`config.mk`:
```
export PLATFORM = sky130hd
export DESIGN_NAME = pipe_stage_reg
export DESIGN_NICKNAME = d
export VERILOG_FILES = /design/src/rtl/cpu_types_pkg.sv /design/src/rtl/pipe_stage_reg.sv
export SDC_FILE = /design/constraint.sdc
export NUM_CORES = 1
export LEC_CHECK = 0
export CORE_MARGIN = 2
export CORE_UTILIZATION = 25
export CTS_CLUSTER_DIAMETER = 50
export CTS_CLUSTER_SIZE = 8
export DETAILED_ROUTE_END_ITERATION = 10
export PLACE_DENSITY_LB_ADDON = 0.3
export SYNTH_ARGS = -nofsm -noshare
export SYNTH_HDL_FRONTEND = slang
export SYNTH_SLANG_ARGS = --single-unit
```
`constraint.sdc`:
```
create_clock -name CLK -period 3.96 [get_ports CLK]
set_input_delay 0.594 -clock CLK [delete_from_list [all_inputs] [get_ports CLK]]
set_output_delay 0.594 -clock CLK [all_outputs]
set_load 0.005 [all_outputs]
```
`src/rtl/cpu_types_pkg.sv`:
```
// Shared pipeline types: inter-stage register FSM encoding and the per-stage bundle layouts.
// Each *_BUBBLE constant is the NOP bundle that a flushed or empty stage register presents.
package cpu_types_pkg;

    typedef enum logic [1:0] {
        PS_EMPTY = 2'b00,
        PS_FULL  = 2'b01,
        PS_SKID  = 2'b10
    } pipe_state_t;

    localparam int unsigned STAGE_BUS_W = 160;

    // Any encoding outside the three legal states counts as holding nothing.
    function automatic logic [1:0] state_occupancy(input pipe_state_t s);
        case (s)
            PS_FULL: return 2'd1;
            PS_SKID: return 2'd2;
            default: return 2'd0;
        endcase
    endfunction

    typedef struct packed {
        logic [31:0] pc4;
        logic [31:0] instr;
    } ifid_t;

    typedef struct packed {
        logic [31:0] pc4;
        logic [31:0] rs_val;
        logic [31:0] rt_val;
        logic [31:0] imm;
        logic [4:0]  rs;
        logic [4:0]  rt;
        logic [4:0]  rd;
        logic [4:0]  shamt;
        logic [5:0]  funct;
        logic [3:0]  alu_op;
        logic        alu_src;
        logic        reg_dst;
        logic        branch;
        logic        jump;
        logic        mem_read;
        logic        mem_write;
        logic        mem_to_reg;
        logic        reg_write;
    } idex_t;

    typedef struct packed {
        logic [31:0] branch_tgt;
        logic [31:0] alu_res;
        logic [31:0] store_val;
        logic [4:0]  dst_reg;
        logic        zero;
        logic        branch;
        logic        mem_read;
        logic        mem_write;
        logic        mem_to_reg;
        logic        reg_write;
    } exmem_t;

    typedef struct packed {
        logic [31:0] load_val;
        logic [31:0] alu_res;
        logic [4:0]  dst_reg;
        logic        mem_to_reg;
        logic        reg_write;
    } memwb_t;

    // All control bits low means no write-back and no memory access: a true NOP.
    localparam ifid_t  IFID_BUBBLE  = '0;
    localparam idex_t  IDEX_BUBBLE  = '0;
    localparam exmem_t EXMEM_BUBBLE = '0;
    localparam memwb_t MEMWB_BUBBLE = '0;

endpackage

```
`src/rtl/pipe_stage_reg.sv`:
```
// Generic inter-stage pipeline register with valid/ready handshake, optional 2-entry skid
// buffer and a bubble value presented whenever the register is empty or flushed.
module pipe_stage_reg
    import cpu_types_pkg::*;
#(
    parameter int unsigned      WIDTH   = STAGE_BUS_W,
    parameter logic [WIDTH-1:0] BUBBLE  = '0,
    parameter bit               SKID_EN = 1'b1
) (
    input  logic             CLK,
    input  logic             RST,
    input  logic             flush,
    input  logic             in_valid,
    output logic             in_ready,
    input  logic [WIDTH-1:0] in_data,
    output logic             out_valid,
    input  logic             out_ready,
    output logic [WIDTH-1:0] out_data,
    output logic [1:0]       occupancy
);

    pipe_state_t      r_state;
    logic [WIDTH-1:0] r_main;
    logic [WIDTH-1:0] r_skid;

    logic w_out_valid;
    logic w_in_ready;
    logic w_in_xfer;
    logic w_out_xfer;

    assign w_out_valid = (r_state == PS_FULL) || (r_state == PS_SKID);

    // With the skid entry, ready depends only on flops; without it ready must look downstream.
    generate
        if (SKID_EN) begin : g_skid
            assign w_in_ready = (r_state != PS_SKID);
        end else begin : g_noskid
            assign w_in_ready = !w_out_valid || out_ready;
        end
    endgenerate

    assign w_in_xfer  = in_valid && w_in_ready;
    assign w_out_xfer = w_out_valid && out_ready;

    always_ff @(posedge CLK) begin
        if (RST) begin
            r_state <= PS_EMPTY;
            r_main  <= BUBBLE;
            r_skid  <= BUBBLE;
        end else if (flush) begin
            r_state <= PS_EMPTY;
            r_main  <= BUBBLE;
            r_skid  <= BUBBLE;
        end else begin
            case (r_state)
                PS_FULL: begin
                    if (w_in_xfer && w_out_xfer) begin
                        r_main <= in_data;
                    end else if (w_in_xfer && SKID_EN) begin
                        r_state <= PS_SKID;
                        r_skid  <= in_data;
                    end else if (w_out_xfer) begin
                        r_state <= PS_EMPTY;
                        r_main  <= BUBBLE;
                    end
                end
                PS_SKID: begin
                    // Older entry leaves; the younger one moves up so main stays oldest.
                    if (out_ready) begin
                        r_state <= PS_FULL;
                        r_main  <= r_skid;
                        r_skid  <= BUBBLE;
                    end
                end
                default: begin
                    if (w_in_xfer) begin
                        r_state <= PS_FULL;
                        r_main  <= in_data;
                    end
                end
            endcase
        end
    end

    assign in_ready  = w_in_ready;
    assign out_valid = w_out_valid;
    assign out_data  = r_main;
    assign occupancy = state_occupancy(r_state);

endmodule
```
==> qor.yml, run 1 <==
status:
  outcome: "finished clean"
layout:
  design_area_um2: 23100
  final_cells: 3182
  area_growth_syn_to_layout_pct: 29.9
  nets: 2383
  drive_above_1_share_pct: 10.7
clocking:
  clkTransAtPathRegs_ns: 0.04
  cts_max_level: 2
  postCtsHoldBufs: 0
  cts_tree: "built"
  postCtsSetupBuffers: 0
  cts-root-buf: "clkbuf_16"
  cts.sinks: 322
  clk_latency_ns: 0.59
  cts_max_path_buffers: 3
  ctsResizeCount: 0
  cts_made_buffers: 55
synth:
  synth_area_per_cell_um2: 8.50
  ys_seq_area_share_pct: 36.3
  syn_inst: 2092
  ys_ff_latch: 322
  synth_area_leaders: "dfxtp_1 (36%), nor2b_1 (11%), a221oi_2 (9.2%), o311ai_0 (7.0%), o22ai_1 (5.7%)"
  synth_top_area_cell: "dfxtp_1"
  synth_area_um2: 17800
  ys_warn_count: 0
  async_flop_share_pct: 0
  yosysUniqueCellTypes: 31
  synthFlopType: "dfxtp_1"
  synth_most_common_cell: "dfxtp_1"
  netlist.area_leader.share_pct: 36.3
  synthesis.nets: 2259
  synthTopCellsByCount: "dfxtp_1 (322), nor2b_1 (315), inv_1 (164)"
  synth_edf_count: 0
pwr:
  total_power_mw: 9.56
  ir_worst_vdd_uv: 294
  power-per-cell-area_nw_per_um2: 414
  power.leakage_nw: 6.94
global_route:
  grt_max_degree: 163
  grt_pass1_vias: 18100
  overflow: 0
  grt_usage_pct: 17.3
  grt_pass1_wl_um: 104000
  antenna_found_initial: 4
critical_path:
  reg2reg_from: "r_state[1]"
  path_buf_inv: 3
  path_cells: "inv_1 -> ha_4 -> inv_1 -> clkdlybuf4s50_1"
  critical_path.max_stage_delay_ns: 0.76
  r2r-end: "r_skid[92]"
  critPathCaptureType: "primary output"
  crit_top_cell: "inv_1"
  crit_family: "buffers and inverters"
  crit_end: "in_ready"
  cp.depth: 4
  worstSetupStartpoint: "r_state[0]"
  cp_max_fo: 76
  crit_type: "register to primary output"
  start_kind: "register"
  crit_slowest_cell: "ha_4"
  reg2reg_slack_ns: 0.84
  rr_worst_depth: 6
  required_ns: 3.37
  critPathArrivalTime_ns: 2.75
timing:
  worst_pin_slew_ns: 1.25
  tns_ns: 0
  slew_viol_final: 0
  layout_min_cycle_time_ns: 3.34
  max_slew_margin_pct: 16.7
  rsz0062_at_grt: "false"
  post-route-period-util_pct: 84.4
  clock.fmax_ghz: 0.299
  hold_violations: 0
  clock_skew_ns: 0.0156
  setup-violations-final: 0
hold_path:
  min_path_cells: 2
  hold_path_class: "register to register"
placement:
  gp_congestion: 0.748
  placedCellCount: 3099
  place_area_um2: 21400
  io_buffer_count: 328
  dp_hpwl_um: 36500
detailed_routing:
  vias_per_cell: 5.56
  dr.first_iter.drc_count: 1594
  num_vias: 17700
  routed_wl_um: 65500
  drc_errors: 0
  ant_nets: 0
  wl_per_cell_um: 20.6
  drt_first_pass_iters: 5
die:
  design.die.area_um2: 73300
  coreArea_um2: 70300
  pin_count: 329
  dieWidth_um: 271
  die-height_um: 271
  start_util_pct: 25.3
  fp-row-count: 97
job:
  drv_cap: 0
power breakdown:
group / switching [mW] / internal, mW / leakage, nW
sequential: 0.0673 / 3.36 / 2.61
clock: 1.67 / 2.87 / 0.814
combinational: 0.958 / 0.643 / 3.51
total: 2.70 / 6.87 / 6.94
tightest hold or removal path, delay by kind of cell, from the launching register on:
family,cells,cell delay (ns)
DFF,1,0.30
AOI/OAI and AO/OA,1,0.05
buffers and inverters,1,0.06
placed cells by master (no fill, tap or decap), types with 2 or more instances in the layout:
cell | netlist | layout
a21oi_1 | 162 | 162
a221oi_1 | 52 | 52
a221oi_2 | 109 | 109
and2b_1 | 7 | 6
buf_12 | 0 | 16
buf_4 | 24 | 26
bufinv_16 | 0 | 5
clkbuf_1 | 159 | 5
clkbuf_16 | 0 | 55
clkbuf_8 | 0 | 3
clkdlybuf4s50_1 | 0 | 328
clkinv_2 | 0 | 3
clkinv_4 | 0 | 3
clkinvlp_4 | 0 | 4
dfxtp_1 | 322 | 322
diode_2 | 0 | 2
ha_4 | 0 | 2
inv_1 | 164 | 164
inv_6 | 0 | 3
nand2b_4 | 0 | 2
nand3b_1 | 2 | 2
nand4_1 | 160 | 160
nor2b_1 | 315 | 314
o21ai_0 | 160 | 160
o22ai_1 | 161 | 161
o311ai_0 | 143 | 143
o311ai_1 | 17 | 17
per-stage QoR:
step	setup slack [ns]	utilization [%]	hold slack [ns]
6_report	0.617	32.9	0.459
5_1_grt	0.436	32.9	0.473
4_1_cts	0.583	32.8	0.462
3_5_place_dp	0.774	30.5	0.453
3_3_place_gp	0.833	30.5	0.452
2_1_floorplan	2.04	-	0.452
worst min-delay path by stage:
stage,start,end
2_1_floorplan,r_skid[149],r_skid[149]
3_3_place_gp,out_data[36],out_data[36]
3_5_place_dp,out_data[105],out_data[105]
4_1_cts,out_data[105],out_data[105]
5_1_grt,out_data[29],out_data[29]
6_report,out_data[29],out_data[29]
layout make-up:
type                            instances  area, um^2
Antenna cell                            2        5.00
Clock buffer                           63        1440
Clock inverter                         18         248
Fill cell                            7186       47200
Inverter                              165         622
Multi-Input combinational cell       1302        9360
Sequential cell                       322        6450
Tap cell                              940        1180
Timing Repair Buffer                  370        3800
sequential cells by signal, summed over array words and instances, names as in the netlist:
signal    flops
out_data    160
r_skid      160
r_state       2
per-layer routing:
layer	global-route usage [%]	share of wire, %	up-vias
met5	0	0.040	-
li1	-	-	8134
met3	2.81	5.3	102
met4	5.18	2.1	4
met1	22.9	45	8825
met2	28.8	48	616
cell families (layout without fill, tap and decap cells):
| group | Yosys count | in the layout | share of synthesized area (%) |
|---|---|---|---|
| AOI/OAI and AO/OA | 807 | 807 | 34.5 |
| adders and majority gates | 2 | 2 | 0.141 |
| DFF | 322 | 322 | 36.3 |
| buffers and inverters | 468 | 616 | 11.5 |
| muxes | 1 | 1 | 0.127 |
| and+or+nand+nor | 491 | 491 | 17.4 |
| xor gates and xnor gates | 1 | 1 | 0.0493 |
| other | 0 | 2 | 0 |
(Power assumes the default switching activity.)
==> run 2: changes to the inputs <==
Clock period 3.96 ns to 3 ns, I/O delays scaled along.
==> run 2 against run 1 <==
Critical path depth is the same. Final area grew 0.93%. Sequential share of layout area shrank 0.26 points. Core utilization grew 0.30 points. Clock skew shrank 0.0023 ns. Hold slack lost 0.0026 ns. Wire length grew 1.6%. Non-clock buffer count grew 8. Combinational power grew 34%. Register-to-register slack lost 0.14 ns. First-iteration DRC count shrank 7.0%. Via count shrank 0.75%.
==> qor.yml, run 2 (synthesis gave the netlist of run 1 again) <==
status:
  outcome: "finished clean"  # unchanged
critical_path:
  crit_type: "register to primary output"  # unchanged
  critPathArrivalTime_ns: 2.23  # was 2.75 ns
  start_kind: "register"  # unchanged
  crit_end: "in_ready"  # unchanged
  worstSetupStartpoint: "r_state[0]"  # unchanged
  cp_max_fo: 29  # was 76
  reg2reg_from: "r_state[0]"  # was r_state[1]
  rr_worst_depth: 6  # unchanged
  required_ns: 2.55  # was 3.37 ns
  r2r-end: "r_skid[18]"  # was r_skid[92]
  reg2reg_slack_ns: 0.70  # was 0.84 ns
  critPathCaptureType: "primary output"  # unchanged
layout:
  final_cells: 3191  # was 3182
  final_cell_mix: "clkdlybuf4s50_1 (328), dfxtp_1 (322), nor2b_1 (314), inv_1 (164), a21oi_1 (162)"  # unchanged
  final_common_cell: "clkdlybuf4s50_1"  # unchanged
  drive_above_1_share_pct: 10.8  # was 10.7%
  finish.utilization_pct: 33.2  # was 32.9%
  nets: 2390  # was 2383
  nFillCells: 7180  # was 7186
  area_growth_syn_to_layout_pct: 31.1  # was 29.9%
clocking:
  cts.sinks: 322  # unchanged
  cts_max_path_buffers: 3  # unchanged
  ctsResizeCount: 0  # unchanged
  clkTransAtPathRegs_ns: 0.05  # was 0.04 ns
  postCtsHoldBufs: 0  # unchanged
  clk_latency_ns: 0.59  # about the same
  postCtsSetupBuffers: 0  # unchanged
  cts_max_level: 2  # unchanged
  cts-root-buf: "clkbuf_16"  # unchanged
  cts_made_buffers: 54  # was 55
  cts_tree: "built"  # unchanged
pwr:
  p_clk_share_pct: 46.8  # was 47.4%
  seqPwrFrac_pct: 36.1  # was 35.8%
  p_int_mw: 8.99  # was 6.87 mW
  power_frac_comb_pct: 17.1  # was 16.7%
  power-per-cell-area_nw_per_um2: 538  # was 414 nW/um^2
  power_switching_mw: 3.54  # was 2.70 mW
  ir_worst_vdd_uv: 350  # was 294 uV
  power.leakage_nw: 7.03  # was 6.94 nW
  swShare_pct: 28.3  # was 28.2%
placement:
  placedCellCount: 3107  # was 3099
  io_buffer_count: 328  # unchanged
  gp_congestion: 0.751  # was 0.748
  dp_hpwl_um: 37100  # was 36500 um
global_route:
  grt_pass1_vias: 17800  # was 18100
  grt_pass1_wl_um: 104000  # about the same
  grt_usage_pct: 17.4  # was 17.3%
  antenna_found_initial: 3  # was 4
  grt_max_degree: 165  # was 163
  overflow: 0  # unchanged
die:
  dieWidth_um: 271  # unchanged
  die-height_um: 271  # unchanged
  start_util_pct: 25.3  # unchanged
  pin_count: 329  # unchanged
  design.die.area_um2: 73300  # unchanged
  coreArea_um2: 70300  # unchanged
  fp-row-count: 97  # unchanged
timing:
  worst_pin_slew_ns: 0.824  # was 1.25 ns
  slew_viol_final: 0  # unchanged
  rsz0062_at_grt: "false"  # unchanged
  setup-violations-final: 0  # unchanged
  hold_violations: 0  # unchanged
  clock.fmax_ghz: 0.374
  clock_skew_ns: 0.0133  # was 0.0156 ns
  max_slew_margin_pct: 45.0  # was 16.7%
  tns_ns: 0  # unchanged
  layout_min_cycle_time_ns: 2.68
  post-route-period-util_pct: 89.2
detailed_routing:
  dr.first_iter.drc_count: 1483  # was 1594
  num_vias: 17500  # was 17700
  ant_nets: 0  # unchanged
  wl_per_cell_um: 20.9  # was 20.6 um
  drc_errors: 0  # unchanged
  routed_wl_um: 66600  # was 65500 um
  vias_per_cell: 5.50  # was 5.56
  drt_first_pass_iters: 5  # unchanged
hold_path:
  hold_path_class: "register to register"  # unchanged
job:
  drv_cap: 0  # unchanged
## run 2: worst min path at each step
stage                  from             to  slack, ns  depth (start not counted)
2_1_floorplan   r_skid[149]    r_skid[149]       0.45                          2
3_3_place_gp   out_data[80]   out_data[80]       0.45                          2
3_5_place_dp   out_data[38]   out_data[38]       0.45                          2
4_1_cts        in_data[141]  out_data[141]       0.43                          3
5_1_grt         in_data[26]   out_data[26]       0.47                          3
6_report       out_data[96]   out_data[96]       0.46                          2
## run 2: layer usage
layer	routed length [um]	track usage, %	up-vias
li1	-	-	8143
met1	29900	22.8	8691
met2	31000	27.9	589
met3	3730	3.34	121
met4	1880	6.95	4
met5	24	0	-
## run 2: metrics by stage
| stage | hold WS, ns | setup slack (ns) | instance area [um^2] | total power, mW |
|---|---|---|---|---|
| after CTS | 0.429 | 0.224 | 23300 | 12.7 |
| final | 0.456 | 0.325 | 23300 | 12.5 |
| after floorplan | 0.452 | 1.18 | 17800 | 5.82 |
| after global routing | 0.467 | 0.166 | 23300 | 13.0 |
| after detailed placement | 0.449 | 0.426 | 21600 | 6.75 |
| after global placement | 0.454 | 0.499 | 21600 | 6.73 |
## run 2: critical path: stages (launching register included)
cell             delay, ns
dfxtp_1               0.33
inv_1                 0.13
ha_4                  0.48
inv_1                 0.13
clkdlybuf4s50_1       0.57
## run 2: layout make-up
type	instances	area (um^2)	area share (%)
flip-flops and latches	322	6450	27.7
repair buffers	378	4050	17.4
clock buffers	68	1490	6.38
clock inverters	12	158	0.677
multi-input cells	1302	9360	40.2
well taps	940	1180	5.05
diodes	4	10.0	0.0430
inverters	165	622	2.67
## run 2: power groups by stage
stage                     combinational, mW  sequential (mW)  clock (mW)
after detailed placement               2.14             4.61           0
after floorplan                        1.22             4.59           0
after global placement                 2.12             4.61           0
final                                  2.15             4.52        5.86
after CTS                              2.15             4.52        6.00
after global routing                   2.31             4.53        6.18
==> RTL change 1 (flow settings as in run 1) <==
`SKID_EN`: 1'b1 -> 1'b0.
--- a/src/rtl/pipe_stage_reg.sv
+++ b/src/rtl/pipe_stage_reg.sv
@@ -7,3 +7,3 @@
     parameter logic [WIDTH-1:0] BUBBLE  = '0,
-    parameter bit               SKID_EN = 1'b1
+    parameter bit               SKID_EN = 1'b0
 ) (
Check against the original RTL: not settled (the Yosys comparison gave no result); the edit may change what the design does.
==> RTL change 1 against run 1 <==
- sequential cell count down 161
- final area down 61%
- clock power down 63%
- worst setup slack better by 990 ps
- total power down 61%
- routed wire length down 76%
- fmax up 42%
- synthesized area down 72%
==> RTL change 1: results <==
[run_status]
status = completed

[drt]
wl_um = 15580
wl_per_cell_um = 16.32
drtPass1Iterations = 4
drtIter0Drc = 144
vias_per_cell = 4.430

[layout]
nFillCells = 1775
nets = 843
diodes = 0
drive_gt1_share_pct = 5.217

[worst_setup_path]
worst_r2r_path_depth = 4
cp_max_fo = 3
crit_end = in_ready
critPathArrivalTime_ps = 1760
r2r-start = r_state[0]
setup.worst_path.start = out_ready
r2r_end = out_data[112]
rrSetupSlack_ps = 2190

[global_route]
grt_pass1_vias = 4212
grt_start_max_net_pins = 161
grt_pass1_wl_um = 22380
antenna_found_initial = 0
grt_usage_pct = 13.86

[synth]
synth_edf_count = 0
yosys_warnings = 0
yosysTopAreaCellShare_pct = 65.17
synth_cell_types = 13
yosys-top-cells-area = dfxtp_1 65%, a22o_1 28%, buf_6 3.0%
syn_area_per_cell_um2 = 13.48
synthArstFlopShare_pct = 0
synth_nets = 532
ys_top_cells_by_count = 161 x dfxtp_1, 160 x a22o_1, 23 x buf_2
yosysSeqAreaShare_pct = 65.17

[clocking]
clockBufferDepth = 2
numCtsBuffers = 17
cts_resized = 0
clock_latency_ps = 410
cts.htree.levels = 4
clk_pin_slew_ps = 60

[power_and_ir_drop]
leakagePower_nw = 3.400
peakVddDrop_mv = 0.2223

[placed_design]
placed_cells = 924
pre_cts_ws_ps = 1445
dp_hpwl_um = 10710
gp_congestion = 0.7398
numPortBuffers = 327

[timing]
worstMarginPinSlew_ps = 739.6
finClkSkew_ps = 7.350
min_period_over_period_pct = 59.35

[hold_path]
hold_path_class = reg -> reg
RTL change 1: changes by cell type after synthesis, sizes merged, moves of 160 or more:
cell,change
nor2b,-315
inv,-164
a21oi,-163
a221oi,-161
dfxtp,-161
o22ai,-161
a22o,+160
nand4,-160
o21ai,-160
o311ai,-160
RTL change 1: power breakdown:
group	leakage [nW]	switching (W)	internal, W	total (W)
combinational	1.80	0.000114	0.000270	0.000383
clock	0.285	0.000692	0.000975	0.00167
sequential	1.31	0.0000305	0.00167	0.00171
total	3.40	0.000836	0.00292	0.00376
RTL change 1: through the flow:
step	total power (W)	hold WS, ps	area (um^2)	util (%)
5_1_grt	0.003913	490.6	8934	45.90
6_report	0.003756	477.7	8934	45.90
4_1_cts	0.003815	482.3	8934	45.90
2_1_floorplan	0.001837	474.5	4946	-
3_5_place_dp	0.002126	462.6	8334	42.82
3_3_place_gp	0.002121	459.6	8334	42.82
RTL change 1: worst min path at each step:
stage,depth (start not counted),slack (ps),endpoint,from
floorplan,1,470,out_data[0],out_data[0]
global placement,1,460,out_data[65],out_data[65]
detailed placement,1,460,out_data[3],out_data[3]
CTS,1,480,out_data[3],out_data[3]
global route,1,490,out_data[3],out_data[3]
finish,1,480,out_data[104],out_data[104]
RTL change 1: area by class of cell:
type,instances,share of cell area (%)
clock inverters,12,1.639
multi-input cells,167,16.29
repair buffers,330,37.17
flip-flops and latches,161,36.08
inverters,1,0.04202
well taps,265,3.711
clock buffers,19,5.070
RTL change 1: cells by family after synthesis:
| logic type | count (synthesis) | share of synthesized area, % |
|---|---|---|
| AO/OA/AOI/OAI | 162 | 28.69 |
| buffers and inverters | 39 | 5.666 |
| flip-flops | 161 | 65.17 |
| other | 1 | 0.07582 |
| AND/OR/NAND/NOR | 4 | 0.4048 |
RTL change 1: metal layers:
| metal | vias up | track usage [%] | wire length (um) | part of all wire, % |
|---|---|---|---|---|
| li1 | 2030 | - | - | - |
| met3 | 20 | 6.647 | 1729 | 11 |
| met2 | 229 | 23.00 | 7268 | 47 |
| met5 | - | 0 | 0 | 0 |
| met1 | 1952 | 15.37 | 6283 | 40 |
| met4 | 0 | 5.416 | 302 | 1.9 |
RTL change 1: critical path, cell delays in order:
cell	delay (ps)
clkdlybuf4s50_1	480
nand2b_1	150
clkdlybuf4s50_1	530
==> RTL change 2 (config.mk and constraints of run 1) <==
Made on the original files. Make the reset (`RST`) asynchronous in one clocked block.
--- a/src/rtl/pipe_stage_reg.sv
+++ b/src/rtl/pipe_stage_reg.sv
@@ -44,3 +44,3 @@
 
-    always_ff @(posedge CLK) begin
+    always_ff @(posedge CLK or posedge RST) begin
         if (RST) begin
Function: not settled (the Yosys comparison gave no result); the edit may change what the design does.
==> RTL change 2 against run 1 <==
- final area down 7.4%
- routed wire length is 22% lower
- worst setup slack better by 410 ps
- first-iteration DRC count decreased by 52%
- clock skew fell by 5.7 ps
- sequential cell count stayed put
- synthesized area fell by 13%
- final cell count shrank 14%
- count of clock-buffer cells in the layout rose by 1
- critical path type unchanged
- largest cell class is now flip-flops and latches
Power is not compared: it rests on default switching activity, and its combinational part moved more than twofold at a synthesized area within 25%.
==> RTL change 2: results <==
[clocking]
cts.htree.levels = 2
root_buffer = clkbuf_16
clockBufferDepth = 3
clock_latency_ps = 580
post_cts_buffers = 0
clk_pin_slew_ps = 50
cts_resized = 0
numCtsBuffers = 55

[global_route]
grtUsageMet1_pct = 20.57
antenna_found_initial = 4
grt_pass1_vias = 13920
use_met3_pct = 3.310
grt_usage_pct = 15.69
grt_start_max_net_pins = 87
grtUsageMet2_pct = 25.78
grt_pass1_wl_um = 79720

[drt]
vias = 13350
drtPass1Iterations = 7
wl_um = 51090
drtIter0Drc = 762

[synth]
synth_nets = 1783
ys_top_cells_by_count = 322 x dfrtp_1, 320 x nand2_1, 166 x inv_1
yosys-top-cells-area = dfrtp_1 52%, mux2i_1 10%, a22o_1 9.0%
yosysSeqAreaShare_pct = 51.89
synth_cell_types = 27
yosys_warnings = 0
ys.flop_type = dfrtp_1
synthArstFlopShare_pct = 100.0

[power_and_ir_drop]
peakVddDrop_mv = 0.4721
leakagePower_nw = 8.970
p_sw_share_pct = 32.36

[placed_design]
gp_congestion = 0.7401
placed_cell_area_um2 = 19680
numPortBuffers = 328
dp_hpwl_um = 30070
pre_cts_ws_ps = 1185

[worst_setup_path]
critPathArrivalTime_ps = 2340
cp_max_fo = 86

[run_status]
status = completed

[hold_path]
hold_path_class = reg -> reg

[timing]
timing.slew.headroom_pct = 27.81
finClkSkew_ps = 9.914

[layout]
drive_gt1_share_pct = 6.126
nets = 2054
==> RTL change 2: power by group through the flow <==
stage / Clock, W / Combinational [W] / Sequential [W]
detailed placement: 0 / 0.00434 / 0.00450
finish: 0.00457 / 0.00428 / 0.00446
global route: 0.00482 / 0.00469 / 0.00455
CTS: 0.00471 / 0.00434 / 0.00447
floorplan: 0 / 0.00226 / 0.00444
global placement: 0 / 0.00426 / 0.00450
==> RTL change 2: per-layer routing <==
metal  vias to the layer above  share of wire (%)
li1                       6138                  -
met1                      6679                 45
met2                       437                 47
met3                        85                6.0
met4                         6                2.4
met5                         -              0.070
==> RTL change 2: final cells by class <==
type,count,area [um^2]
diodes,1,2.502
clock buffers,64,1470
clock inverters,17,241.5
fillers,6207,40210
inverters,166,626.9
multi-input cells,984,6254
flip-flops and latches,322,8058
well taps,837,1047
repair buffers,357,3690
==> RTL change 2: logic make-up after synthesis <==
group                      synth area share [%]
AOI/OAI and AO/OA                         21.05
adders and majority gates                0.2417
buffers and inverters                     8.161
DFF                                       51.89
muxes                                     10.31
and+or+nand+nor                           8.347
==> RTL change 2: worst max-delay path, cell delays in order, from the launching register on <==
cell	delay [ps]
dfrtp_1	450
ha_4	320
buf_12	320
inv_1	80
clkdlybuf4s50_1	450
==> RTL change 2: worst paths after layout <==
check                            from       endpoint  slack, ps  depth (start not counted)
hold / removal             r_skid[80]     r_skid[80]        500                          1
hold reg to reg            r_skid[80]     r_skid[80]        500                          1
max in group asynchronous         RST  out_data[117]       2370                          3
setup / recovery           r_state[1]      out_valid       1030                          4
setup reg to reg           r_state[1]   out_data[15]       1350                          7
min in group asynchronous         RST  out_data[135]        640                          2
==> RTL change 2: per-stage QoR <==
step | cells | hold WS (ps)
final | 2748 | 495.2
after global routing | 2748 | 505.2
after CTS | 2747 | 498.1
after detailed placement | 2666 | 481.1
after global placement | 2666 | 481.9
after floorplan | 1615 | 465.7
